### config.mk
export PLATFORM = sky130hd
export DESIGN_NAME = capture_sequencer
export DESIGN_NICKNAME = d
export VERILOG_FILES = /design/src/rtl/capture_sequencer.sv
export SDC_FILE = /design/constraint.sdc
export NUM_CORES = 1
export LEC_CHECK = 0
export ABC_AREA = 0
export CELL_PAD_IN_SITES_DETAIL_PLACEMENT = 1
export CELL_PAD_IN_SITES_GLOBAL_PLACEMENT = 1
export CORE_UTILIZATION = 38
export CTS_BUF_LIST = sky130_fd_sc_hd__clkbuf_4 sky130_fd_sc_hd__clkbuf_8
export DETAILED_ROUTE_END_ITERATION = 6
export PLACE_DENSITY = 0.75
export SETUP_SLACK_MARGIN = 0.15
export SYNTH_ARGS = -nofsm -noshare
export SYNTH_HDL_FRONTEND = slang
export SYNTH_SLANG_ARGS = --single-unit
export TNS_END_PERCENT = 50
### constraint.sdc
create_clock -name adc_dco -period 4.16 [get_ports adc_dco]
set_clock_uncertainty 0.1 [all_clocks]
set_input_delay 0.832 -clock adc_dco [delete_from_list [all_inputs] [get_ports adc_dco]]
set_output_delay 0.832 -clock adc_dco [all_outputs]
set_load 0.03 [all_outputs]
### src/rtl/capture_sequencer.sv
// Acquisition sequencer around the sample FIFO: flush, pre-trigger fill, armed wait,
// post-trigger count, then hands the FIFO to the host readout port.
module capture_sequencer #(
    parameter int CNT_W      = 16,
    parameter int FLUSH_CYC  = 4,
    parameter bit AUTO_REARM = 1'b0
) (
    input  logic             adc_dco,
    input  logic             reset,
    input  logic             arm,
    input  logic             sample_en,
    input  logic             trig,
    input  logic             force_trig,
    input  logic [CNT_W-1:0] pre_len,
    input  logic [CNT_W-1:0] post_len,
    input  logic             host_ready,
    input  logic             fifo_empty,
    input  logic             fifo_full,
    output logic             fifo_reset,
    output logic             fifo_wren,
    output logic             fifo_rden,
    output logic [2:0]       state,
    output logic             done,
    output logic             overflow
);

    typedef enum logic [2:0] {
        S_IDLE      = 3'd0,
        S_FLUSH     = 3'd1,
        S_PRE       = 3'd2,
        S_ARMED     = 3'd3,
        S_POST      = 3'd4,
        S_WAIT_HOST = 3'd5,
        S_READOUT   = 3'd6
    } state_t;

    localparam int FL_W = (FLUSH_CYC > 1) ? $clog2(FLUSH_CYC) : 1;
    localparam logic [FL_W-1:0] FLUSH_LAST = FL_W'(FLUSH_CYC - 1);

    state_t           r_state;
    state_t           w_next_state;
    logic [CNT_W-1:0] r_cnt;
    logic [CNT_W-1:0] r_pre_len;
    logic [CNT_W-1:0] r_post_len;
    logic [FL_W-1:0]  r_flush_cnt;
    logic             r_fifo_reset;
    logic             r_rden;
    logic             r_done;
    logic             r_overflow;

    logic [CNT_W-1:0] w_post_target;
    logic [CNT_W-1:0] w_cnt_inc;
    logic [CNT_W-1:0] w_cnt_next;
    logic             w_wr_phase;
    logic             w_wren;
    logic             w_full_hit;
    logic             w_trigger;
    logic             w_readout_exit;

    // POST stops writing once its target is met, so a trigger-coincident sample with
    // post_len<=1 cannot produce an extra write in the following POST cycle.
    always_comb begin
        w_post_target  = (r_post_len == '0) ? CNT_W'(1) : r_post_len;
        w_wr_phase     = (r_state == S_PRE) || (r_state == S_ARMED) ||
                         ((r_state == S_POST) && (r_cnt < w_post_target));
        w_wren         = w_wr_phase & sample_en & ~fifo_full;
        w_full_hit     = w_wr_phase & sample_en & fifo_full;
        w_cnt_inc      = (r_cnt == '1) ? r_cnt : r_cnt + CNT_W'(1);
        w_cnt_next     = w_wren ? w_cnt_inc : r_cnt;
        w_trigger      = (trig & sample_en) | force_trig;
        w_readout_exit = fifo_empty | ~host_ready;
    end

    always_comb begin
        w_next_state = r_state;
        case (r_state)
            S_IDLE:      if (arm) w_next_state = S_FLUSH;
            S_FLUSH:     if (r_flush_cnt == FLUSH_LAST) w_next_state = S_PRE;
            S_PRE:       if (w_cnt_next >= r_pre_len) w_next_state = S_ARMED;
            S_ARMED:     if (w_trigger) w_next_state = S_POST;
            S_POST:      if (w_cnt_next >= w_post_target) w_next_state = S_WAIT_HOST;
            S_WAIT_HOST: if (host_ready) w_next_state = S_READOUT;
            S_READOUT:   if (w_readout_exit) w_next_state = AUTO_REARM ? S_FLUSH : S_IDLE;
            default:     w_next_state = S_IDLE;
        endcase
    end

    always_ff @(posedge adc_dco) begin
        if (reset) begin
            r_state <= S_IDLE;
        end else begin
            r_state <= w_next_state;
        end
    end

    always_ff @(posedge adc_dco) begin
        if (reset) begin
            r_cnt        <= '0;
            r_pre_len    <= '0;
            r_post_len   <= '0;
            r_flush_cnt  <= '0;
            r_fifo_reset <= 1'b1;
            r_rden       <= 1'b0;
            r_done       <= 1'b0;
            r_overflow   <= 1'b0;
        end else begin
            r_flush_cnt  <= (r_state == S_FLUSH) ? r_flush_cnt + FL_W'(1) : '0;
            r_fifo_reset <= (w_next_state == S_FLUSH);
            r_rden       <= (w_next_state == S_READOUT);
            r_done       <= (r_state == S_READOUT) && w_readout_exit;

            if (r_state == S_FLUSH) begin
                r_overflow <= 1'b0;
            end else if (w_full_hit) begin
                r_overflow <= 1'b1;
            end

            case (r_state)
                S_FLUSH: begin
                    r_cnt <= '0;
                    if (w_next_state == S_PRE) begin
                        r_pre_len  <= pre_len;
                        r_post_len <= post_len;
                    end
                end
                S_PRE:   r_cnt <= (w_next_state == S_ARMED) ? '0 : w_cnt_next;
                // Trigger-coincident sample is post sample #1.
                S_ARMED: if (w_next_state == S_POST) r_cnt <= w_wren ? CNT_W'(1) : '0;
                S_POST:  r_cnt <= w_cnt_next;
                default: r_cnt <= r_cnt;
            endcase
        end
    end

    assign state      = r_state;
    assign fifo_reset = r_fifo_reset;
    assign fifo_wren  = w_wren;
    assign fifo_rden  = r_rden;
    assign done       = r_done;
    assign overflow   = r_overflow;

endmodule

# After elaboration in Yosys (flattened, before gate mapping)

Index checks and enable logic that the tools add are counted.

Eq/ne operators: 14
Multiplexer cells: 15
Bitwise operators: 9
$add $sub $neg: 2
Order comparisons: 3
Reduce and logical (&&, ||, !) cells: 11

Operators with widths:

| kind                                                                    | number |
|---|---|
| 16-bit two-way mux                                                      | 5 |
| 16-bit one-hot mux with 4 select lines                                  | 1 |
| 16-bit >= comparator                                                    | 2 |
| 3-bit two-way mux                                                       | 7 |
| 3-bit one-hot mux with 7 select lines                                   | 1 |
| 16-bit by 1-bit adder with 16-bit output, second input constant         | 1 |
| 16-bit == test, second input constant                                   | 1 |
| 16-bit logical NOT                                                      | 1 |
| 16-bit less-than comparator                                             | 1 |
| 3-bit == test, second input constant                                    | 5 |
| 3-bit by 2-bit == test with 1-bit output, second input constant         | 4 |
| 3-bit by 1-bit == test with 1-bit output, second input constant         | 2 |
| 1-bit AND                                                               | 4 |
| 2-bit AND reduction                                                     | 2 |
| 4-bit nonzero test                                                      | 1 |
| 2-bit OR reduction                                                      | 2 |
| 3-bit logical NOT                                                       | 1 |
| 1-bit NOT                                                               | 3 |
| 2-bit by 1-bit adder with 2-bit output, second input constant           | 1 |
| 2-bit == test, second input constant                                    | 1 |
| 1-bit logical AND                                                       | 2 |
| 1-bit logical OR                                                        | 2 |
| 2-bit by 1-bit inequality test with 1-bit output, second input constant | 1 |
| 1-bit OR                                                                | 2 |
| 1-bit two-way mux                                                       | 1 |

Register bits after elaboration: 57
Output and inout bits: 8

# Depth between registers and ports, before layout

Depth after elaboration: 14
Depth in mapped cells: 19
Depth with buffers taken out: 18

# Worst setup path after synthesis

Ideal clock, no wire load.

Kind: register to register
Start: register r_cnt[7]
End: register r_cnt[1]
Period minus slack after synthesis: 4.105 ns
Data arrival time: 3.888 ns
Setup time: 0.117 ns
Stages on the path, launching flop included: 17
Slack: 0.055 ns
Cells stage by stage: dfxtp_1 > ha_1 > a21oi_1 > o21ai_0 > a2111oi_1 > o211ai_2 > a211oi_2 > buf_2 > mux2_2 > ha_1 > a211oi_1 > o211a_1 > o211ai_1 > and2_1 > clkbuf_1 > o21ai_0 > a32o_1

Word-level cells in the longest chain between the ends: 12
Elaborated cells on any way between the ends: 20

Ends and longest elaborated chain:

| item                                                                                          | RTL line | RTL |
|---|---|---|
| start, declared                                                                               | 42       | `logic [CNT_W-1:0] r_cnt;` |
| start signal, assigned                                                                        | 126      | `S_PRE: r_cnt <= (w_next_state == S_ARMED) ? '0 : w_cnt_next;` |
| start signal, assigned                                                                        | 128      | `S_ARMED: if (w_next_state == S_POST) r_cnt <= w_wren ? CNT_W'(1) : '0;` |
| start signal, assigned                                                                        | 129      | `S_POST: r_cnt <= w_cnt_next;` |
| 16-bit less-than comparator                                                                   | 65       | `((r_state == S_POST) && (r_cnt < w_post_target));` |
| 1-bit logical AND                                                                             | 65       |  |
| 1-bit logical OR                                                                              | 64       | `w_wr_phase = (r_state == S_PRE) \|\| (r_state == S_ARMED) \|\|` |
| 1-bit AND (2 in a row)                                                                        | 66       | `w_wren = w_wr_phase & sample_en & ~fifo_full;` |
| 16-bit two-way mux (*)                                                                        | 69       | `w_cnt_next = w_wren ? w_cnt_inc : r_cnt;` |
| 16-bit >= comparator (on tied branches)                                                       | 81, 79   |  |
| 3-bit two-way mux (on tied branches)                                                          | 81, 79   |  |
| 3-bit one-hot mux with 7 select lines                                                         | 76       | `case (r_state)` |
| 3-bit by 2-bit == test with 1-bit output / 3-bit == test (equally long branches)              | 126, 128 |  |
| 16-bit two-way mux / 2-bit by 1-bit inequality test with 1-bit output (equally long branches) | -        |  |
| 16-bit one-hot mux with 4 select lines / 2-bit AND reduction (equally long branches)          | -        |  |

Every way passes the cells marked *; elsewhere a longest branch is shown, timed or not.
A chain may end at the register's enable or synchronous reset.

# Worst setup path after layout

Start: register r_post_len[9]
End: register r_cnt[13]

Word-level cells in the longest chain between the ends: 14
Elaborated cells on any way between the ends: 19

Ends and longest elaborated chain:

| item                                                                                          | RTL line | RTL |
|---|---|---|
| start, declared                                                                               | 44       | `logic [CNT_W-1:0] r_post_len;` |
| start signal, assigned                                                                        | 123      | `r_post_len <= post_len;` |
| 16-bit logical NOT                                                                            | 63       | `w_post_target = (r_post_len == '0) ? CNT_W'(1) : r_post_len;` |
| 16-bit two-way mux (*)                                                                        | 63       |  |
| 16-bit less-than comparator                                                                   | 65       |  |
| 1-bit logical AND                                                                             | 65       |  |
| 1-bit logical OR                                                                              | 64       |  |
| 1-bit AND (2 in a row)                                                                        | 66       |  |
| 16-bit two-way mux                                                                            | 69       |  |
| 16-bit >= comparator (on tied branches)                                                       | 81, 79   |  |
| 3-bit two-way mux (on tied branches)                                                          | 81, 79   |  |
| 3-bit one-hot mux with 7 select lines                                                         | 76       |  |
| 3-bit by 2-bit == test with 1-bit output / 3-bit == test (equally long branches)              | 126, 128 |  |
| 16-bit two-way mux / 2-bit by 1-bit inequality test with 1-bit output (equally long branches) | -        |  |
| 16-bit one-hot mux with 4 select lines / 2-bit AND reduction (equally long branches)          | -        |  |

Marked as above.

==> impl_metrics.py <==
metrics = {
    "status": {
        "outcome": "complete, but fails checks",
        "violations": "negative setup slack",
    },
    "clocking": {
        "clock-root-buffer": "clkbuf_8",
        "tritoncts": "yes",
        "clock_path_buffers": 2,
        "cts_made_buffers": 9,
        "clk_latency_ps": 380,
        "holdBufCountCts": 0,
        "clkTransAtPathRegs_ps": 110,
        "cts_num_sinks": 57,
        "h-tree-depth": 3,
    },
    "die": {
        "rows": 36,
        "core_area_um2": 9774,
        "die_h_um": 102.6,
        "top_level_ports": 49,
        "die-width_um": 102.6,
        "die_area_um2": 10530,
        "start_util": 0.3935,
    },
    "place": {
        "dp_slack_ps": -504.7,
        "hpwl_um": 10240,
        "port_buffers": 48,
        "placed_cells": 746,
        "routabilityCongestion": 0.8779,
    },
    "sta": {
        "fmax_mhz": 215.7,
        "setup_viol": 17,
        "whs_ps": 336.8,
        "hold_viol_final": 0,
        "fin_crit_ps": 4637,
        "slew_headroom": 0.1827,
        "post-route-period-util": 1.115,
        "rsz0062_at_grt": "yes",
        "layout_setup_ws_ps": -476.8,
        "slew_viol_final": 0,
        "worstMarginPinSlew_ps": 1223,
    },
    "global_routing": {
        "grt_pass1_vias": 4873,
        "antenna_found_initial": 0,
        "grt_pass1_wl_um": 26210,
        "grt_start_max_net_pins": 43,
        "grt-ovfl-total": 0,
        "grt_usage": 0.3386,
    },
    "yosys": {
        "syn_inst": 497,
        "ys_seq_elements": 57,
        "syn_area_um2": 3846,
        "synth-edff-count": 0,
        "synth_ff_type": "dfxtp_1",
        "avgSynthCellArea_um2": 7.739,
        "synth_nets": 587,
        "ys_seq_area_frac": 0.2967,
        "ys_types": 55,
        "synthArstFlopShare": 0,
        "yosysWarnings": 0,
    },
    "finish": {
        "regArea_um2": 1174,
        "fill_cells": 1164,
        "syn2layout_area_growth_pct": 55.11,
        "n_antenna_cell": 0,
        "final_nets": 734,
        "drive_above_1_share": 0.3451,
        "finalNonFillerCells": 782,
        "multi_input_area_um2": 2863,
    },
    "worst_setup_path": {
        "rr_worst_depth": 20,
        "crit_fanout": 8,
        "required_ps": 4340,
        "r2r_end": "r_cnt[13]",
        "startpoint": "r_post_len[9]",
        "crit_end": "r_cnt[13]",
        "reg2reg_slack_ps": -480,
        "startpoint_type": "register",
        "end_kind": "register",
        "reg2reg_from": "r_post_len[9]",
        "arrival_ps": 4820,
        "crit_type": "reg2reg",
    },
    "drt": {
        "drc": 0,
        "drt_iter0_drc": 355,
        "routed_wl_um": 19050,
        "vias_per_cell": 6.098,
        "via_count": 4769,
        "antenna_left": 0,
        "wire_per_inst_um": 24.36,
        "first_pass_iters": 6,
    },
    "run": {
        "maxCapViolations": 0,
    },
    "pwr": {
        "ir_worst_vdd_mv": 0.1492,
        "p_leak_nw": 2.376,
        "power.density_nw_per_um2": 226.6,
    },
    "hold_path": {
        "hp-class": "reg2reg",
    },
}
==> worst max-delay path, cell delays in order, from the launching register on <==
cell and delay [ps]:
dfxtp_2 360, inv_2 60, ha_4 260, nand4_1 110
or4_1 560, o211ai_2 260, buf_4 190, buf_6 120
a21o_1 190, inv_4 90, and3_4 180, a21oi_2 170
ha_1 290, a21oi_1 230, o211ai_1 150, a41oi_2 280
o211ai_1 220, nand2_2 230, buf_6 170, a31oi_1 100
a21oi_1 250
==> stage by stage <==
| stage | area (um2) | utilization | total power, mW | setup TNS [ps] |
|---|---|---|---|---|
| 6_report | 5966 | 0.6103 | 1.352 | -6476 |
| 5_1_grt | 5966 | 0.6103 | 1.370 | -8655 |
| 4_1_cts | 5767 | 0.5900 | 1.326 | -1237 |
| 3_5_place_dp | 5110 | 0.5228 | 0.6450 | -6851 |
| 3_3_place_gp | 5110 | 0.5228 | 0.6439 | -5221 |
| 2_1_floorplan | 3849 | - | 0.5902 | 0 |
==> how the worst min path moves through the flow <==
| stage | from | endpoint | depth (start not counted) |
|---|---|---|---|
| 2_1_floorplan | r_flush_cnt[0] | r_flush_cnt[0] | 1 |
| 3_3_place_gp | r_flush_cnt[0] | r_flush_cnt[0] | 1 |
| 3_5_place_dp | r_flush_cnt[0] | r_flush_cnt[0] | 1 |
| 4_1_cts | r_flush_cnt[0] | r_flush_cnt[0] | 1 |
| 5_1_grt | r_flush_cnt[0] | r_flush_cnt[0] | 1 |
| 6_report | r_flush_cnt[0] | r_flush_cnt[0] | 1 |
==> registers in the layout (all words and copies together), names as in the netlist <==
signal	count
done	1
fifo_rden	1
fifo_reset	1
overflow	1
r_cnt	16
r_flush_cnt	2
r_post_len	16
r_pre_len	16
state	3
==> power breakdown <==
| group | internal (mW) | switching [mW] |
|---|---|---|
| registers | 0.546 | 0.00153 |
| logic | 0.0480 | 0.0417 |
| clock network | 0.439 | 0.275 |
| total | 1.03 | 0.318 |
==> kinds of logic after synthesis <==
family,synth area share
simple gates,0.2150
fa+ha+maj,0.1594
compound gates,0.2342
mux,0.005855
xor+xnor,0.02505
buf+inv,0.06376
flops,0.2967
==> repair_timing <==
| item | 4_1_cts | 5_1_grt |
|---|---|---|
| endpoints found under the setup margin | 18 | 18 |
| pin swaps | 25 | 26 |
| setup buffers | 11 | 8 |
| cloned | 2 | 0 |
| resized for setup | 60 | 43 |
==> Yosys cell counts, types with 2 or more instances <==
library cell	number	area, um2
a2111oi_2	2	30.03
a211oi_1	4	30.03
a21o_1	9	67.56
a21oi_1	58	290.3
a31o_2	3	26.28
a31oi_1	12	75.07
a41oi_1	5	43.79
and2_1	3	18.77
and3_1	9	56.30
and4_1	4	35.03
buf_2	4	20.02
clkbuf_1	19	71.32
dfxtp_1	57	1141
ha_1	49	613.1
inv_1	36	135.1
inv_2	2	7.510
mux2_2	2	22.52
nand2_1	92	345.3
nand2b_1	7	43.79
nand3_1	19	95.09
nand4_1	7	43.79
nor2_1	16	60.06
nor2b_1	2	12.51
nor3_1	7	35.03
nor4_1	6	37.54
o211ai_1	5	37.54
o21a_1	5	37.54
o21ai_0	14	70.07
o22a_1	3	26.28
or3_1	2	12.51
xnor2_1	10	87.58
==> layout by cell type (no fill, tap or decap), types with 5 or more instances in the layout <==
| cell type | instances |
|---|---|
| clkbuf_8 | 11 |
| nand4_1 | 7 |
| nand2_1 | 89 |
| ha_1 | 33 |
| o211ai_1 | 5 |
| nand3_1 | 16 |
| buf_4 | 106 |
| and3_1 | 8 |
| inv_2 | 11 |
| inv_1 | 26 |
| a21o_1 | 9 |
| a41oi_2 | 5 |
| o21ai_0 | 10 |
| nor3_1 | 5 |
| a31oi_1 | 10 |
| nor2_1 | 14 |
| xnor2_1 | 9 |
| dfxtp_1 | 35 |
| a21oi_1 | 51 |
| dfxtp_2 | 20 |
| a21oi_2 | 7 |
| clkdlybuf4s50_1 | 47 |
| nand2b_1 | 7 |
| ha_4 | 15 |
==> metal layers <==
layer  wire (um)  vias to the layer above  global-route usage
li1            -                     2073                   -
met1        7484                     2326              0.3965
met2        8966                      260              0.5595
met3        1512                      110             0.07458
met4        1083                        0              0.2165
met5           0                        -                   0
==> cell type report <==
type / count / share of cell area
Clock buffer: 12 / 0.02664
Clock inverter: 4 / 0.01657
Inverter: 39 / 0.02496
Multi-Input combinational cell: 377 / 0.4799
Sequential cell: 57 / 0.1967
Tap cell: 133 / 0.02789
Timing Repair Buffer: 160 / 0.2273
Power figures use the tool's default switching activity.
